**config.mk**
```make
export PLATFORM = sky130hd
export DESIGN_NAME = arcade_ctrl_mapper_flat
export DESIGN_NICKNAME = d
export VERILOG_FILES = /design/src/rtl/arcade_ctrl_mapper_pkg.sv /design/src/rtl/arcade_ctrl_mapper_if.sv /design/src/rtl/arcade_ctrl_mapper_coin.sv /design/src/rtl/arcade_ctrl_mapper.sv /design/src/flat_wrapper.sv
export SDC_FILE = /design/constraint.sdc
export NUM_CORES = 1
export LEC_CHECK = 0
export ABC_CLOCK_PERIOD_IN_PS = 6750
export BUFFER_PORTS_ARGS = -buffer_cell sky130_fd_sc_hd__buf_2
export CAP_MARGIN = 25
export CORE_ASPECT_RATIO = 1.5
export CORE_MARGIN = 2
export CORE_UTILIZATION = 31
export CTS_CLUSTER_DIAMETER = 50
export DETAILED_ROUTE_END_ITERATION = 10
export PLACE_DENSITY_LB_ADDON = 0.2
export SLEW_MARGIN = 25
export SYNTH_ARGS = -nofsm -noshare
export SYNTH_HDL_FRONTEND = slang
export SYNTH_SLANG_ARGS = --single-unit
```
**constraint.sdc**
```tcl
create_clock -name clk_i -period 6.75 [get_ports clk_i]
set_clock_uncertainty 0.2 [all_clocks]
set_input_delay 1.0125 -clock clk_i [delete_from_list [all_inputs] [get_ports clk_i]]
set_output_delay 1.0125 -clock clk_i [all_outputs]
set_load 0.02 [all_outputs]
```
**src/rtl/arcade_ctrl_mapper_pkg.sv**
```systemverilog
// arcade_ctrl_mapper_pkg: mode codes, joystick bit map, coin FSM states and tread mapping
package arcade_ctrl_pkg;
  localparam logic [7:0] MODE_BATTLEZONE = 8'd0;
  localparam logic [7:0] MODE_BRADLEY = 8'd1;
  localparam logic [7:0] MODE_ANALOG = 8'd2;
  localparam int JOY_R = 0;
  localparam int JOY_L = 1;
  localparam int JOY_D = 2;
  localparam int JOY_U = 3;
  localparam int JOY_FIRE = 4;
  localparam int JOY_START1 = 5;
  localparam int JOY_START2 = 6;
  localparam int JOY_COIN = 7;
  typedef enum logic [1:0] {ST_IDLE, ST_PULSE, ST_WAIT_REL} coin_state_t;
  // input is {U,D,L,R}, result is {LF,LB,RF,RB}
  function automatic logic [3:0] tread_map(input logic [3:0] udlr);
    case (udlr)
      4'b1000: return 4'b1010;
      4'b1010: return 4'b0010;
      4'b1001: return 4'b1000;
      4'b0001: return 4'b1001;
      4'b0101: return 4'b0100;
      4'b0100: return 4'b0101;
      4'b0110: return 4'b0001;
      4'b0010: return 4'b0110;
      default: return 4'b0000;
    endcase
  endfunction
endpackage

```
**src/rtl/arcade_ctrl_mapper_if.sv**
```systemverilog
// arcade_ctrl_mapper_if: ioctl download bus from hps_io into the control mapper
interface arcade_ctrl_mapper_if;
  logic ioctl_wr;
  logic [7:0] ioctl_index;
  logic [24:0] ioctl_addr;
  logic [7:0] ioctl_dout;
  modport master (output ioctl_wr, ioctl_index, ioctl_addr, ioctl_dout);
  modport slave (input ioctl_wr, ioctl_index, ioctl_addr, ioctl_dout);
endinterface

```
**src/rtl/arcade_ctrl_mapper_coin.sv**
```systemverilog
// coin_pulser: fixed-width coin pulse per press, re-armed only after release
module coin_pulser
  import arcade_ctrl_pkg::*;
#(
  parameter int COIN_PULSE = 16
) (
  input logic clk_i,
  input logic btnCpuReset,
  input logic coin_in,
  output logic pulse_o
);
  localparam int CW = COIN_PULSE > 1 ? $clog2(COIN_PULSE) : 1;
  coin_state_t state;
  logic [CW-1:0] cnt;
  logic prev;
  // prev is primed during reset so a coin held across reset release is not an edge
  always_ff @(posedge clk_i) begin
    if (!btnCpuReset) begin
      state <= ST_IDLE;
      cnt <= '0;
      prev <= coin_in;
      pulse_o <= 1'b0;
    end else begin
      prev <= coin_in;
      case (state)
        ST_IDLE: if (coin_in && !prev) begin
          state <= ST_PULSE;
          cnt <= CW'(COIN_PULSE - 1);
          pulse_o <= 1'b1;
        end
        ST_PULSE: if (cnt == '0) begin
          state <= ST_WAIT_REL;
          pulse_o <= 1'b0;
        end else cnt <= cnt - 1'b1;
        ST_WAIT_REL: if (!coin_in) state <= ST_IDLE;
        default: begin
          state <= ST_IDLE;
          pulse_o <= 1'b0;
        end
      endcase
    end
  end
endmodule

```
**src/rtl/arcade_ctrl_mapper.sv**
```systemverilog
// arcade_ctrl_mapper: ioctl config capture, joystick merge and per-mode button mapping.
// ARCADE_CTRL_DEADZONE_EN adds a centre dead zone to the analog axis byte.
module arcade_ctrl_mapper
  import arcade_ctrl_pkg::*;
#(
  parameter int NUM_PLAYERS = 2,
  parameter int NUM_DSW = 8,
  parameter int DSW_INDEX = 254,
  parameter int MODE_INDEX = 1,
  parameter int COIN_PULSE = 16,
  parameter int DEADZONE = 8
) (
  input logic clk_i,
  input logic btnCpuReset,
  arcade_ctrl_mapper_if.slave ioctl,
  input logic [16*NUM_PLAYERS-1:0] joy_i,
  input logic [16*NUM_PLAYERS-1:0] joya_i,
  input logic analog_sel_i,
  output logic [7:0] mode_o,
  output logic [8*NUM_DSW-1:0] dsw_o,
  output logic [7:0] jb_o,
  output logic [7:0] buttons_o,
  output logic [7:0] aux_o
);
  // config survives reset since the core is held in reset while downloading
  logic [7:0] mode_q = 8'hFF;
  logic [NUM_DSW-1:0][7:0] dsw_q = '0;
  always_ff @(posedge clk_i) begin
    if (ioctl.ioctl_wr && ioctl.ioctl_index == 8'(MODE_INDEX)) mode_q <= ioctl.ioctl_dout;
    for (int n = 0; n < NUM_DSW; n++)
      if (ioctl.ioctl_wr && ioctl.ioctl_index == 8'(DSW_INDEX) && ioctl.ioctl_addr == 25'(n))
        dsw_q[n] <= ioctl.ioctl_dout;
  end
  assign mode_o = mode_q;
  assign dsw_o = dsw_q;
  logic [7:0] joy_or, joy_q;
  logic [15:0] joya_q;
  logic sel_q, coin, analog;
  logic [3:0] tread;
  logic [7:0] axis, axis_out;
  logic unused_bits;
  always_comb begin
    joy_or = '0;
    for (int p = 0; p < NUM_PLAYERS; p++) joy_or = joy_or | joy_i[16*p +: 8];
  end
  always_ff @(posedge clk_i) begin
    if (!btnCpuReset) begin
      joy_q <= '0;
      joya_q <= '0;
      sel_q <= 1'b0;
    end else begin
      joy_q <= joy_or;
      joya_q <= joya_i[15:0];
      sel_q <= analog_sel_i;
    end
  end
  // the pulser's state register doubles as the stage-1 coin register
  coin_pulser #(.COIN_PULSE(COIN_PULSE)) u_coin (
    .clk_i(clk_i),
    .btnCpuReset(btnCpuReset),
    .coin_in(joy_or[JOY_COIN]),
    .pulse_o(coin)
  );
  assign analog = mode_q == MODE_ANALOG;
  assign tread = tread_map(joy_q[3:0]);
  assign axis = sel_q ? joya_q[7:0] : joya_q[15:8];
`ifdef ARCADE_CTRL_DEADZONE_EN
  logic [7:0] mag;
  assign mag = axis[7] ? 8'(-axis) : axis;
  assign axis_out = mag < 8'(DEADZONE) ? 8'h80 : axis ^ 8'h80;
`else
  assign axis_out = axis ^ 8'h80;
`endif
  assign unused_bits = ^{joy_i, joya_i, joy_q[JOY_COIN], 8'(DEADZONE)};
  always_ff @(posedge clk_i) begin
    if (!btnCpuReset) begin
      jb_o <= {analog, 7'b0};
      buttons_o <= '0;
      aux_o <= '0;
    end else begin
      jb_o <= analog
        ? {~coin, joy_q[JOY_START1], joy_q[JOY_START2], joy_q[JOY_FIRE],
           joy_q[JOY_D], joy_q[JOY_U], joy_q[JOY_R], joy_q[JOY_L]}
        : {coin, joy_q[JOY_START1], joy_q[JOY_START2], joy_q[JOY_FIRE], tread};
      buttons_o <= analog ? axis_out
        : {2'b00, joy_q[JOY_START1], joy_q[JOY_START2] | joy_q[JOY_FIRE], tread};
      aux_o <= analog ? {joy_q[JOY_FIRE], joy_q[JOY_START1], 6'b0} : 8'h00;
    end
  end
endmodule

```
**src/flat_wrapper.sv**
```systemverilog
// flat-port wrapper written by rule: the top's interface ports become plain ports
module arcade_ctrl_mapper_flat import arcade_ctrl_pkg::*;
#(
  parameter int NUM_PLAYERS = 2,
  parameter int NUM_DSW = 8,
  parameter int DSW_INDEX = 254,
  parameter int MODE_INDEX = 1,
  parameter int COIN_PULSE = 16,
  parameter int DEADZONE = 8
)
  (clk_i, btnCpuReset, joy_i, joya_i, analog_sel_i, mode_o, dsw_o, jb_o, buttons_o, aux_o, ioctl_ioctl_wr, ioctl_ioctl_index, ioctl_ioctl_addr, ioctl_ioctl_dout);
  arcade_ctrl_mapper_if ioctl_i ();
  input logic clk_i;
  input logic btnCpuReset;
  input logic [16*NUM_PLAYERS-1:0] joy_i;
  input logic [16*NUM_PLAYERS-1:0] joya_i;
  input logic analog_sel_i;
  output logic [7:0] mode_o;
  output logic [8*NUM_DSW-1:0] dsw_o;
  output logic [7:0] jb_o;
  output logic [7:0] buttons_o;
  output logic [7:0] aux_o;
  input wire logic [$bits(ioctl_i.ioctl_wr)-1:0] ioctl_ioctl_wr;
  input wire logic [$bits(ioctl_i.ioctl_index)-1:0] ioctl_ioctl_index;
  input wire logic [$bits(ioctl_i.ioctl_addr)-1:0] ioctl_ioctl_addr;
  input wire logic [$bits(ioctl_i.ioctl_dout)-1:0] ioctl_ioctl_dout;
  assign ioctl_i.ioctl_wr = ioctl_ioctl_wr;
  assign ioctl_i.ioctl_index = ioctl_ioctl_index;
  assign ioctl_i.ioctl_addr = ioctl_ioctl_addr;
  assign ioctl_i.ioctl_dout = ioctl_ioctl_dout;
  arcade_ctrl_mapper #(.NUM_PLAYERS(NUM_PLAYERS), .NUM_DSW(NUM_DSW), .DSW_INDEX(DSW_INDEX), .MODE_INDEX(MODE_INDEX), .COIN_PULSE(COIN_PULSE), .DEADZONE(DEADZONE)) u_core (.clk_i(clk_i), .btnCpuReset(btnCpuReset), .ioctl(ioctl_i), .joy_i(joy_i), .joya_i(joya_i), .analog_sel_i(analog_sel_i), .mode_o(mode_o), .dsw_o(dsw_o), .jb_o(jb_o), .buttons_o(buttons_o), .aux_o(aux_o));
endmodule
```
==> reports/metrics.yaml, run 1 <==
run_status: "finished clean"
grt_max_degree: 48
final_min_period_over_clock_period: 0.431
nNetsFinal: 567
grt_busiest_layer: "met2"
fillers: 1278
grt_pass1_vias: 2839
drtIter0Drc: 63
worst_setup_path_startpoint: "ioctl_ioctl_addr[7]"
critical_path.max_stage_delay_ns: 0.59
irDropWorstVdd_mv: 0.158
synth_cell_types: 44
detail_route.vias_per_cell: 4.51
timing_endpoint_of_the_critical_path: "u_core.dsw_o[40]$_DFFE_PP_"
dr_vias: 2853
setup-tns-final_ns: 0
cts_setup_buffers: 0
ant_nets: 0
hold_removal_path_class: "reg -> reg"
setup.reg_to_reg.worst_slack_ns: 4.45
clock_sink_count: 126
cp-end-kind: "register"
critical-path-slowest-cell: "sky130_fd_sc_hd__nor3_1"
worst-endpoint-required_ns: 6.67
grt_use_met2: 0.230
place.port_buffers: 166
clkTransAtPathRegs_ns: 0.05
reg_area_um2: 3240
max_capacitance_violation_count: 0
synth-edff-count: 72
synth.area.top_cells: "sky130_fd_sc_hd__edfxtp_1 (51%), sky130_fd_sc_hd__dfxtp_1 (26%), sky130_fd_sc_hd__and2_1 (3.3%)"
fp.coreArea_um2: 13400
worstPathBufferInverterCount: 2
antenna_cells: 0
avgSynthCellArea_um2: 15.2
drc: 0
die_height_um: 147
slew_violations: 0
synth_instances: 277
crit_path_time_final_ns: 2.91
start_util: 0.315
timing.rr.start: "u_core.mode_o[5]$_DFFE_PP_"
gr-usage-met3: 0.0452
synthDominantAreaCellType: "sky130_fd_sc_hd__edfxtp_1"
multiInputGateArea_um2: 888
globalplace.congestion: 0.785
cp_max_fo: 5
fp.dieArea_um2: 14600
post_cts_resize_count: 0
timing_worst_slew_pin_value_ns: 0.922
hold_buffers: 0
finalPower_mw: 1.87
ys_ff_latch: 126
post_synth_instance_area_um2: 4220
post_drt_wl_per_cell_um: 14.8
rows: 52
detailedRoute.firstPassIterationCount: 4
initial_antenna_violation_count: 0
crit_family: "simple AND/OR/NAND/NOR gates"
synth.yosys.warnings: 0
power_density_nw_per_um2: 319
postSynth.asyncResetShare: 0
crit_start_category: "primary input"
fmax_ghz: 0.343
r2r.worst_path.cells: 4
hold_viol_final: 0
cellLeakagePower_nw: 2.46
dpl.hpwl_mm: 6.90
timing.setup.critical_path_class: "in -> reg"
cts.htree.levels: 4
rsz0062_at_grt: "false"
ys_seq_area_frac: 0.768
worstReg2RegEnd: "u_core.buttons_o[1]$_SDFF_PN0_"
ys_flop_type: "sky130_fd_sc_hd__edfxtp_1"
drive_gt1_frac: 0.440
clkLatencyLatePin_ns: 0.41
clk_root_buf: "sky130_fd_sc_hd__clkbuf_16"
grt_util_all_layers: 0.132
grt_pass1_wl_mm: 14.6
totalWireLength_mm: 9.37
critical_path_depth: 6
crit_chain: "buf_2 > or4_4 > nor3_2 > nand4_1 > nor3_1 > buf_4"
grt_overflow: 0
die_width_um: 99.3
global_route.usage.met1: 0.143
worst-endpoint-arrival_ns: 2.83
boundaryPins: 205
cts_tree: "built"
cts.path.max_buffers: 2
maxSlewHeadroom: 0.385
layout-area-overhead-vs-synth_pct: 38.5
synth_largest_type_area_fraction: 0.512
cts_buffers: 17
report.final.setup_viol: 0
[worst min path at each step]
stage,start,end,slack [ns],depth (start not counted)
after floorplan,u_core.joya_q[7]$_SDFF_PN0_,u_core.buttons_o[7]$_SDFF_PN0_,0.19,1
after global placement,u_core.joya_q[7]$_SDFF_PN0_,u_core.buttons_o[7]$_SDFF_PN0_,0.21,1
after detailed placement,u_core.joya_q[7]$_SDFF_PN0_,u_core.buttons_o[7]$_SDFF_PN0_,0.21,1
after CTS,u_core.joya_q[7]$_SDFF_PN0_,u_core.buttons_o[7]$_SDFF_PN0_,0.22,1
after global routing,u_core.joya_q[7]$_SDFF_PN0_,u_core.buttons_o[7]$_SDFF_PN0_,0.24,1
final,u_core.joya_q[7]$_SDFF_PN0_,u_core.buttons_o[7]$_SDFF_PN0_,0.22,1
[cell type report]
type / instances / area share
clock buffer: 18 / 0.0734
clock inverter: 14 / 0.0327
inverter: 8 / 0.00514
multi-input combinational: 134 / 0.152
sequential: 126 / 0.555
tap: 162 / 0.0347
timing repair buffer: 170 / 0.147
[power breakdown]
group          internal [mW]  switching (mW)
clock network          0.618           0.326
registers              0.830         0.00899
logic                 0.0384          0.0454
[routing by layer]
| metal | wire length, um | vias to the layer above |
|---|---|---|
| li1 | - | 1361 |
| met1 | 3630 | 1335 |
| met2 | 4890 | 144 |
| met3 | 663 | 13 |
| met4 | 184 | 0 |
| met5 | 0 | - |
[stage by stage]
step / area (um^2) / std cells / utilization / hold WS [ns] / setup slack (ns)
floorplan: 4240 / 282 / - / 0.193 / 3.67
global placement: 5230 / 600 / 0.390 / 0.208 / 3.41
detailed placement: 5230 / 600 / 0.390 / 0.212 / 3.37
CTS: 5850 / 632 / 0.436 / 0.221 / 3.80
global route: 5850 / 632 / 0.436 / 0.240 / 3.70
finish: 5850 / 632 / 0.436 / 0.217 / 3.84
[Yosys cell counts, drive strengths merged (2+ instances only)]
master / n
nand3: 3
a211oi: 2
a21oi: 3
nor2: 9
inv: 8
clkbuf: 5
mux2i: 11
nor2b: 7
or3: 2
nand2: 13
edfxtp: 72
dfxtp: 54
buf: 9
mux2: 2
and3: 2
nor3: 9
o21ai: 7
nand2b: 2
nor4: 6
o211a: 6
nand4b: 2
and2: 22
o21a: 4
nand4: 2
[placed cells by master, fill, tap and decap left out, types with 6 or more instances in the layout]
cell type,synthesis,layout
sky130_fd_sc_hd__buf_2,1,166
sky130_fd_sc_hd__edfxtp_1,72,72
sky130_fd_sc_hd__dfxtp_1,54,54
sky130_fd_sc_hd__and2_1,22,22
sky130_fd_sc_hd__clkbuf_16,0,17
sky130_fd_sc_hd__nand2_1,13,13
sky130_fd_sc_hd__mux2i_1,11,11
sky130_fd_sc_hd__nor2_1,9,9
sky130_fd_sc_hd__inv_1,8,8
sky130_fd_sc_hd__nor3_1,8,8
sky130_fd_sc_hd__nor2b_1,7,7
sky130_fd_sc_hd__o211a_1,6,6
sky130_fd_sc_hd__conb_1,1,6
[cell families after synthesis]
| logic type | Yosys count | share of synthesized area |
|---|---|---|
| AOI/OAI and AO/OA | 27 | 0.0465 |
| other | 1 | 0.000889 |
| muxes | 13 | 0.0314 |
| DFF | 126 | 0.768 |
| buffers and inverters | 22 | 0.0270 |
| adders and majority gates | 1 | 0.00296 |
| and+or+nand+nor | 85 | 0.119 |
| xor gates and xnor gates | 2 | 0.00415 |
[state kept, by name, indices dropped and copies added, names as in the netlist, 4 cells and up]
register,flops
u_core.mode_o,8
u_core.jb_o,8
u_core.dsw_o,64
u_core.joya_q,16
u_core.u_coin.cnt,4
u_core.joy_q,7
u_core.tread,4
u_core.buttons_o,8
[worst register-to-register path: cells and delay by family, from the launching register on]
kind / cells / cell delay, ns
simple gates: 3 / 1.40
flops: 1 / 0.39
compound gates: 1 / 0.20
Note: power is estimated with default switching activity, not from simulation.
==> inputs of run 2 (changes only) <==
--- a/config.mk
+++ b/config.mk
@@ -5,7 +5,7 @@
 export SDC_FILE = /design/constraint.sdc
 export NUM_CORES = 1
 export LEC_CHECK = 0
-export ABC_CLOCK_PERIOD_IN_PS = 6750
+export ABC_CLOCK_PERIOD_IN_PS = 3000
 export BUFFER_PORTS_ARGS = -buffer_cell sky130_fd_sc_hd__buf_2
 export CAP_MARGIN = 25
 export CORE_ASPECT_RATIO = 1.5
==> constraint.sdc (replaced) <==
create_clock -name clk_i -period 3 [get_ports clk_i]
set_clock_uncertainty 0.2 [all_clocks]
set_input_delay 0.45 -clock clk_i [delete_from_list [all_inputs] [get_ports clk_i]]
set_output_delay 0.45 -clock clk_i [all_outputs]
set_load 0.02 [all_outputs]
==> reports/metrics.yaml, run 2 (synthesis gave the netlist of run 1 again) <==
place.port_buffers: 166  # unchanged
postLayoutSetupSlackWorst_ns: 1.04  # -2.80 ns
cts_setup_buffers: 0  # unchanged
rsz0062_at_grt: "false"
ant_nets: 0  # unchanged
fraction_of_power_consumed_by_the_clock_network: 0.483  # -0.023
clkLatencyLatePin_ns: 0.40  # about the same
crit_start_category: "primary input"
detail_route.vias_per_cell: 4.40  # -2.5%
grt_pass1_vias: 2831  # -0.28%
cp_max_fo: 8  # +3
hold_buffers: 0  # unchanged
max_capacitance_violation_count: 0  # unchanged
fillers: 1295  # +1.3%
die_width_um: 99.3  # unchanged
clock_sink_count: 126  # unchanged
cp-end-kind: "register"
irDropWorstVdd_mv: 0.307  # +94%
grt_overflow: 0  # unchanged
setup-tns-final_ns: 0  # unchanged
boundaryPins: 205  # unchanged
cell_internal_pwr_mw: 3.17  # +110%
fp.dieArea_um2: 14600  # unchanged
drtIter0Drc: 66  # +4.8%
netSwitchingFraction: 0.211  # +0.00688
power.share.sequential: 0.470  # +0.021
cts.htree.levels: 4  # unchanged
dpl.hpwl_mm: 6.88  # -0.30%
report.final.setup_viol: 0  # unchanged
grt_max_degree: 43  # -10%
fin_hold_ws_ns: 0.0477  # -0.170 ns
power_switching_mw: 0.847  # +120%
cts.path.max_buffers: 2  # unchanged
worst-endpoint-required_ns: 2.90  # -3.77 ns
worst-endpoint-arrival_ns: 1.86  # -0.97 ns
cellLeakagePower_nw: 2.49  # +1.1%
cts_buffers: 17  # unchanged
pre_cts_ws_ns: 0.623  # -2.74 ns
globalplace.congestion: 0.793  # +1.1%
final_cell_mix: "sky130_fd_sc_hd__buf_2 (166), sky130_fd_sc_hd__edfxtp_1 (72), sky130_fd_sc_hd__dfxtp_1 (54), sky130_fd_sc_hd__and2_1 (22), sky130_fd_sc_hd__clkbuf_16 (17)"
timing.setup.critical_path_class: "in -> reg"
fp.coreArea_um2: 13400  # unchanged
crit_path_time_final_ns: 1.96
drc: 0  # unchanged
reg_area_um2: 3240  # unchanged
dr_vias: 2808  # -1.6%
detailedRoute.firstPassIterationCount: 4  # unchanged
antenna_cells: 0  # unchanged
power_density_nw_per_um2: 687  # +120%
initial_antenna_violation_count: 0  # unchanged
layout-area-overhead-vs-synth_pct: 38.6  # about the same
grt_pass1_wl_mm: 14.3  # -2.3%
totalWireLength_mm: 9.21  # -1.7%
clkTransAtPathRegs_ns: 0.05  # about the same
nNetsFinal: 574  # +1.2%
drive_gt1_frac: 0.450  # +0.00915
rows: 52  # unchanged
cts_tree: "built"
r2r.worst_path.cells: 5  # +1
hold_viol_final: 0  # unchanged
run_status: "finished clean"
timing_worst_slew_pin_value_ns: 0.553  # -0.369 ns
maxSlewHeadroom: 0.631  # +0.246
final_min_period_over_clock_period: 0.653
post_cts_resize_count: 0  # unchanged
fmax_ghz: 0.510
post_drt_wl_per_cell_um: 14.4  # -2.6%
hold_removal_path_class: "in -> reg"
die_height_um: 147  # unchanged
combinational_power_share: 0.047  # +0.002
holdPathStages: 2  # +1
leading_cell_type_in_the_layout_fill_and_taps_excluded: "sky130_fd_sc_hd__buf_2"
multiInputGateArea_um2: 888  # unchanged
slew_violations: 0  # unchanged
clk_root_buf: "sky130_fd_sc_hd__clkbuf_16"
start_util: 0.315  # unchanged
flip_flop_count_of_the_largest_register_after_layout: 64  # unchanged
grt_util_all_layers: 0.128  # -0.00346
run 2: cell count changes in the layout (fill, tap and decap cells not counted), sizes merged:
cell and change:
buf +7, clkbuf -1, inv -1, bufinv -2, clkinv +6, clkinvlp -3
run 2: path summary, 6_finish.rpt:
| kind | from | to | slack, ns |
|---|---|---|---|
| worst max-delay path | ioctl_ioctl_addr[7] | u_core.dsw_o[34]$_DFFE_PP_ | 1.04 |
| worst min-delay path | joy_i[4] | u_core.joy_q[4]$_SDFF_PN0_ | 0.05 |
| worst max register to register | u_core.mode_o[5]$_DFFE_PP_ | u_core.jb_o[2]$_SDFF_PN0_ | 1.11 |
| worst min register to register | u_core.joya_q[7]$_SDFF_PN0_ | u_core.buttons_o[7]$_SDFF_PN0_ | 0.21 |
run 2: worst max-delay path, cell delays in order:
cell                       delay [ns]
sky130_fd_sc_hd__buf_2           0.10
sky130_fd_sc_hd__or4_4           0.52
sky130_fd_sc_hd__nor3_2          0.15
sky130_fd_sc_hd__nand4b_1        0.21
sky130_fd_sc_hd__nor3_1          0.23
sky130_fd_sc_hd__buf_4           0.21
run 2: area by class of cell:
| cell class | count | share of cell area |
|---|---|---|
| inverters | 8 | 0.00513 |
| clock inverters | 14 | 0.0248 |
| multi-input cells | 134 | 0.152 |
| clock buffers | 17 | 0.0727 |
| repair buffers | 177 | 0.156 |
| well taps | 162 | 0.0347 |
| flip-flops and latches | 126 | 0.555 |
run 2: metrics by stage:
stage | util | power [mW] | cells | area [um^2]
global placement | 0.394 | 2.11 | 607 | 5280
floorplan | - | 2.02 | 282 | 4240
CTS | 0.436 | 4.08 | 638 | 5850
finish | 0.436 | 4.02 | 638 | 5850
global route | 0.436 | 4.17 | 638 | 5850
detailed placement | 0.394 | 2.12 | 607 | 5280
run 2: metal layers:
metal | routed length [um] | vias up | GRT usage | share of wire
met5 | 0 | - | 0 | 0
met4 | 202 | 0 | 0.0630 | 0.022
met3 | 663 | 20 | 0.0366 | 0.072
met2 | 4810 | 124 | 0.229 | 0.52
met1 | 3530 | 1297 | 0.137 | 0.38
li1 | - | 1367 | - | -
run 2: power groups by stage:
stage	Clock (mW)	Sequential [mW]	Combinational (mW)
finish	1.94	1.89	0.188
global route	2.06	1.89	0.212
CTS	2.00	1.89	0.192
detailed placement	0	1.92	0.191
global placement	0	1.92	0.187
floorplan	0	1.93	0.0918
==> inputs of run 3 (changes only) <==
--- a/config.mk
+++ b/config.mk
@@ -5,7 +5,8 @@
 export SDC_FILE = /design/constraint.sdc
 export NUM_CORES = 1
 export LEC_CHECK = 0
-export ABC_CLOCK_PERIOD_IN_PS = 3000
+export ABC_AREA = 1
+export ABC_CLOCK_PERIOD_IN_PS = 2050
 export BUFFER_PORTS_ARGS = -buffer_cell sky130_fd_sc_hd__buf_2
 export CAP_MARGIN = 25
 export CORE_ASPECT_RATIO = 1.5
==> constraint.sdc (replaced) <==
create_clock -name clk_i -period 2.05 [get_ports clk_i]
set_clock_uncertainty 0.2 [all_clocks]
set_input_delay 0.3075 -clock clk_i [delete_from_list [all_inputs] [get_ports clk_i]]
set_output_delay 0.3075 -clock clk_i [all_outputs]
set_load 0.02 [all_outputs]
==> reports/metrics.yaml, run 3 <==
drc: 0  # unchanged
muxShareOfSynthArea: 0.00916  # -0.0223
fillers: 1321  # +2.0%
layout-area-overhead-vs-synth_pct: 47.6
cts_setup_buffers: 0  # unchanged
worst_hold_startpoint: "joy_i[1]"
irDropWorstVdd_mv: 0.502  # +64%
synthDominantAreaCellType: "sky130_fd_sc_hd__edfxtp_1"
timing_endpoint_of_the_critical_path: "u_core.buttons_o[3]$_SDFF_PN0_"
critical_path_depth: 6  # unchanged
clk_root_buf: "sky130_fd_sc_hd__clkbuf_16"
final_cell_mix: "sky130_fd_sc_hd__buf_2 (166), sky130_fd_sc_hd__edfxtp_1 (72), sky130_fd_sc_hd__nand2_1 (58), sky130_fd_sc_hd__dfxtp_1 (54), sky130_fd_sc_hd__inv_1 (45)"
fp.dieArea_um2: 15100  # +3.4%
grt_util_all_layers: 0.146  # +0.0178
detail_route.vias_per_cell: 4.25  # -3.4%
critical-path-slowest-cell: "sky130_fd_sc_hd__edfxtp_1"
synth_area_in_compound_gates: 0.0218  # -0.0248
synthAdderAreaFrac: 0.00286  # -0.000102
fp.coreArea_um2: 13900  # +3.9%
worstPathBufferInverterCount: 1  # -1
clock_sink_count: 126  # unchanged
ys_ff_latch: 126  # unchanged
fmax_ghz: 0.621
grt_pass1_vias: 3253  # +15%
crit_family: "simple AND/OR/NAND/NOR gates"
start_util: 0.314  # -0.00104
synthMostInstantiatedCell: "sky130_fd_sc_hd__edfxtp_1"
report.final.setup_viol: 0  # unchanged
antenna_cells: 0  # unchanged
max_capacitance_violation_count: 0  # unchanged
slew_violations: 0  # unchanged
hold_removal_path_class: "in -> reg"
worstReg2RegEnd: "u_core.buttons_o[3]$_SDFF_PN0_"
ys_seq_area_frac: 0.742  # -0.0264
cp_max_fo: 8  # unchanged
die_width_um: 101  # +1.7%
grt_pass1_wl_mm: 16.3  # +14%
synth_xor_xnor_area_share: 0.00200  # -0.00215
final_min_period_over_clock_period: 0.786
grt_overflow: 0  # unchanged
critPathMostFrequentCell: "sky130_fd_sc_hd__nand3_1"
timing.setup.critical_path_class: "reg -> reg"
cts_tree: "built"
power_density_nw_per_um2: 938  # +36%
crit_path_time_final_ns: 1.61
cp-end-kind: "register"
postSynth.asyncResetShare: 0  # unchanged
synth_instances: 363  # +31%
cts_buffers: 17  # unchanged
ys_flop_type: "sky130_fd_sc_hd__edfxtp_1"
post_synth_instance_area_um2: 4370  # +3.6%
cellLeakagePower_nw: 2.95  # +19%
setup-tns-final_ns: 0  # unchanged
synth_cell_types: 26  # -41%
worst-endpoint-required_ns: 2.13  # -0.77 ns
drtIter0Drc: 78  # +18%
boundaryPins: 205  # unchanged
cts.path.max_buffers: 2  # unchanged
drive_gt1_frac: 0.393  # -0.0568
die_height_um: 149  # +1.7%
finish.instance_area_um2: 6450  # +10%
rsz0062_at_grt: "false"
nNetsFinal: 704  # +23%
worst_setup_path_startpoint: "u_core.mode_o[7]$_DFFE_PP_"
dpl_cell_area_um2: 5540  # +5.0%
critical_path.max_stage_delay_ns: 0.38  # -0.14 ns
hold_viol_final: 0  # unchanged
synthSimpleGateAreaFrac: 0.163  # +0.0446
cts.htree.levels: 4  # unchanged
synth_largest_type_area_fraction: 0.495  # -0.0176
worst-endpoint-arrival_ns: 1.69  # -0.17 ns
dpl.hpwl_mm: 7.83  # +14%
totalWireLength_mm: 10.7  # +16%
post_drt_wl_per_cell_um: 13.9  # -3.8%
crit_chain: "nor2_1 > nand3_1 > inv_1 > nand2_1 > nand3_1 > o21ai_1"
clkTransAtPathRegs_ns: 0.05  # about the same
clkLatencyLatePin_ns: 0.40  # about the same
synth_top_family_by_area: "simple AND/OR/NAND/NOR gates"
avgSynthCellArea_um2: 12.0  # -21%
synth.yosys.warnings: 0  # unchanged
dr_vias: 3277  # +17%
crit_start_category: "register"
globalplace.congestion: 0.763  # -3.8%
flip_flop_count_of_the_largest_register_after_layout: 64  # unchanged
synth.top_cells.by_count: "sky130_fd_sc_hd__edfxtp_1 (72), sky130_fd_sc_hd__nand2_1 (58), sky130_fd_sc_hd__dfxtp_1 (54)"
rows: 53  # +1.9%
detailedRoute.firstPassIterationCount: 5  # +1
r2r.worst_path.cells: 6  # +1
timing.rr.start: "u_core.mode_o[7]$_DFFE_PP_"
run_status: "finished clean"
grt_max_degree: 27  # -37%
leading_cell_type_in_the_layout_fill_and_taps_excluded: "sky130_fd_sc_hd__buf_2"
synth.area.top_cells: "sky130_fd_sc_hd__edfxtp_1 (49%), sky130_fd_sc_hd__dfxtp_1 (25%), sky130_fd_sc_hd__nand2_1 (5.0%)"
ant_nets: 0  # unchanged
fin_hold_ws_ns: 0.0535  # +0.00577 ns
setup.reg_to_reg.worst_slack_ns: 0.44  # -0.67 ns
initial_antenna_violation_count: 0  # unchanged
synth-edff-count: 72  # unchanged
place.port_buffers: 166  # unchanged
[run 3: changes by cell type after synthesis, moves of 4 or more]
| cell | previous run | this run |
|---|---|---|
| sky130_fd_sc_hd__and2_1 | 22 | 0 |
| sky130_fd_sc_hd__o211a_1 | 6 | 0 |
| sky130_fd_sc_hd__nand3_1 | 3 | 22 |
| sky130_fd_sc_hd__nor2_2 | 0 | 4 |
| sky130_fd_sc_hd__nor2_1 | 9 | 44 |
| sky130_fd_sc_hd__nor4_1 | 5 | 0 |
| sky130_fd_sc_hd__inv_1 | 8 | 45 |
| sky130_fd_sc_hd__nand2_1 | 13 | 58 |
| sky130_fd_sc_hd__clkbuf_1 | 5 | 0 |
| sky130_fd_sc_hd__mux2i_1 | 11 | 4 |
| sky130_fd_sc_hd__nor2b_1 | 7 | 0 |
[run 3: what timing repair did]
| action | 4_1_cts | 5_1_grt |
|---|---|---|
| hold endpoints to repair | 71 | 0 |
| hold buffers | 33 | 0 |
| gates resized for setup | 0 | 0 |
[run 3: tightest hold or removal path, cell delays in order]
cell	delay, ns
sky130_fd_sc_hd__buf_2	0.08
sky130_fd_sc_hd__nor2_1	0.05
sky130_fd_sc_hd__nor2_2	0.16
[run 3: layout make-up]
cell class                 count  area, um^2  area share
clock buffer                  18         429      0.0665
clock inverter                13         149      0.0231
inverter                      47         181      0.0281
multi-input combinational    184         937       0.145
sequential                   126        3240       0.503
tap                          165         206      0.0320
timing repair buffer         218        1300       0.202
[run 3: worst min-delay path by stage]
stage | end | slack [ns] | depth (start not counted)
after floorplan | u_core.joya_q[0]$_SDFF_PN0_ | 0.21 | 2
after global placement | u_core.jb_o[5]$_SDFF_PN0_ | 0.22 | 2
after detailed placement | u_core.jb_o[5]$_SDFF_PN0_ | 0.22 | 2
after CTS | u_core.joy_q[1]$_SDFF_PN0_ | 0.04 | 3
after global routing | u_core.jb_o[5]$_SDFF_PN0_ | 0.07 | 3
final | u_core.joy_q[1]$_SDFF_PN0_ | 0.05 | 3
[run 3: cell families (layout without fill, tap and decap cells)]
family / count (synthesis) / after routing
compound gates: 17 / 17
xor+xnor: 1 / 1
fa+ha+maj: 1 / 1
buf+inv: 58 / 296
flops: 126 / 126
mux: 4 / 4
other cells: 1 / 6
simple gates: 155 / 155
[run 3: metrics by stage]
stage | instances | power (mW) | utilization | setup WS, ns
finish | 771 | 6.05 | 0.463 | 0.439
global route | 771 | 6.28 | 0.463 | 0.270
CTS | 771 | 6.12 | 0.463 | 0.367
detailed placement | 707 | 3.13 | 0.398 | 0.0896
global placement | 707 | 3.12 | 0.398 | 0.100
floorplan | 368 | 2.99 | - | 0.0693
[run 3: power by group]
group          total [mW]  leakage [nW]  switching, mW  internal [mW]
sequential           2.75          1.09         0.0204           2.73
clock                2.92         0.278           1.04           1.89
combinational       0.370          1.57          0.203          0.167
total                6.05          2.95           1.26           4.79
[run 3: layer usage]
layer  share of wire  up-vias  GRT usage
met1            0.41     1476      0.168
met3           0.069       13     0.0509
li1                -     1648          -
met4           0.013        0     0.0527
met5               0        -          0
met2            0.51      140      0.250
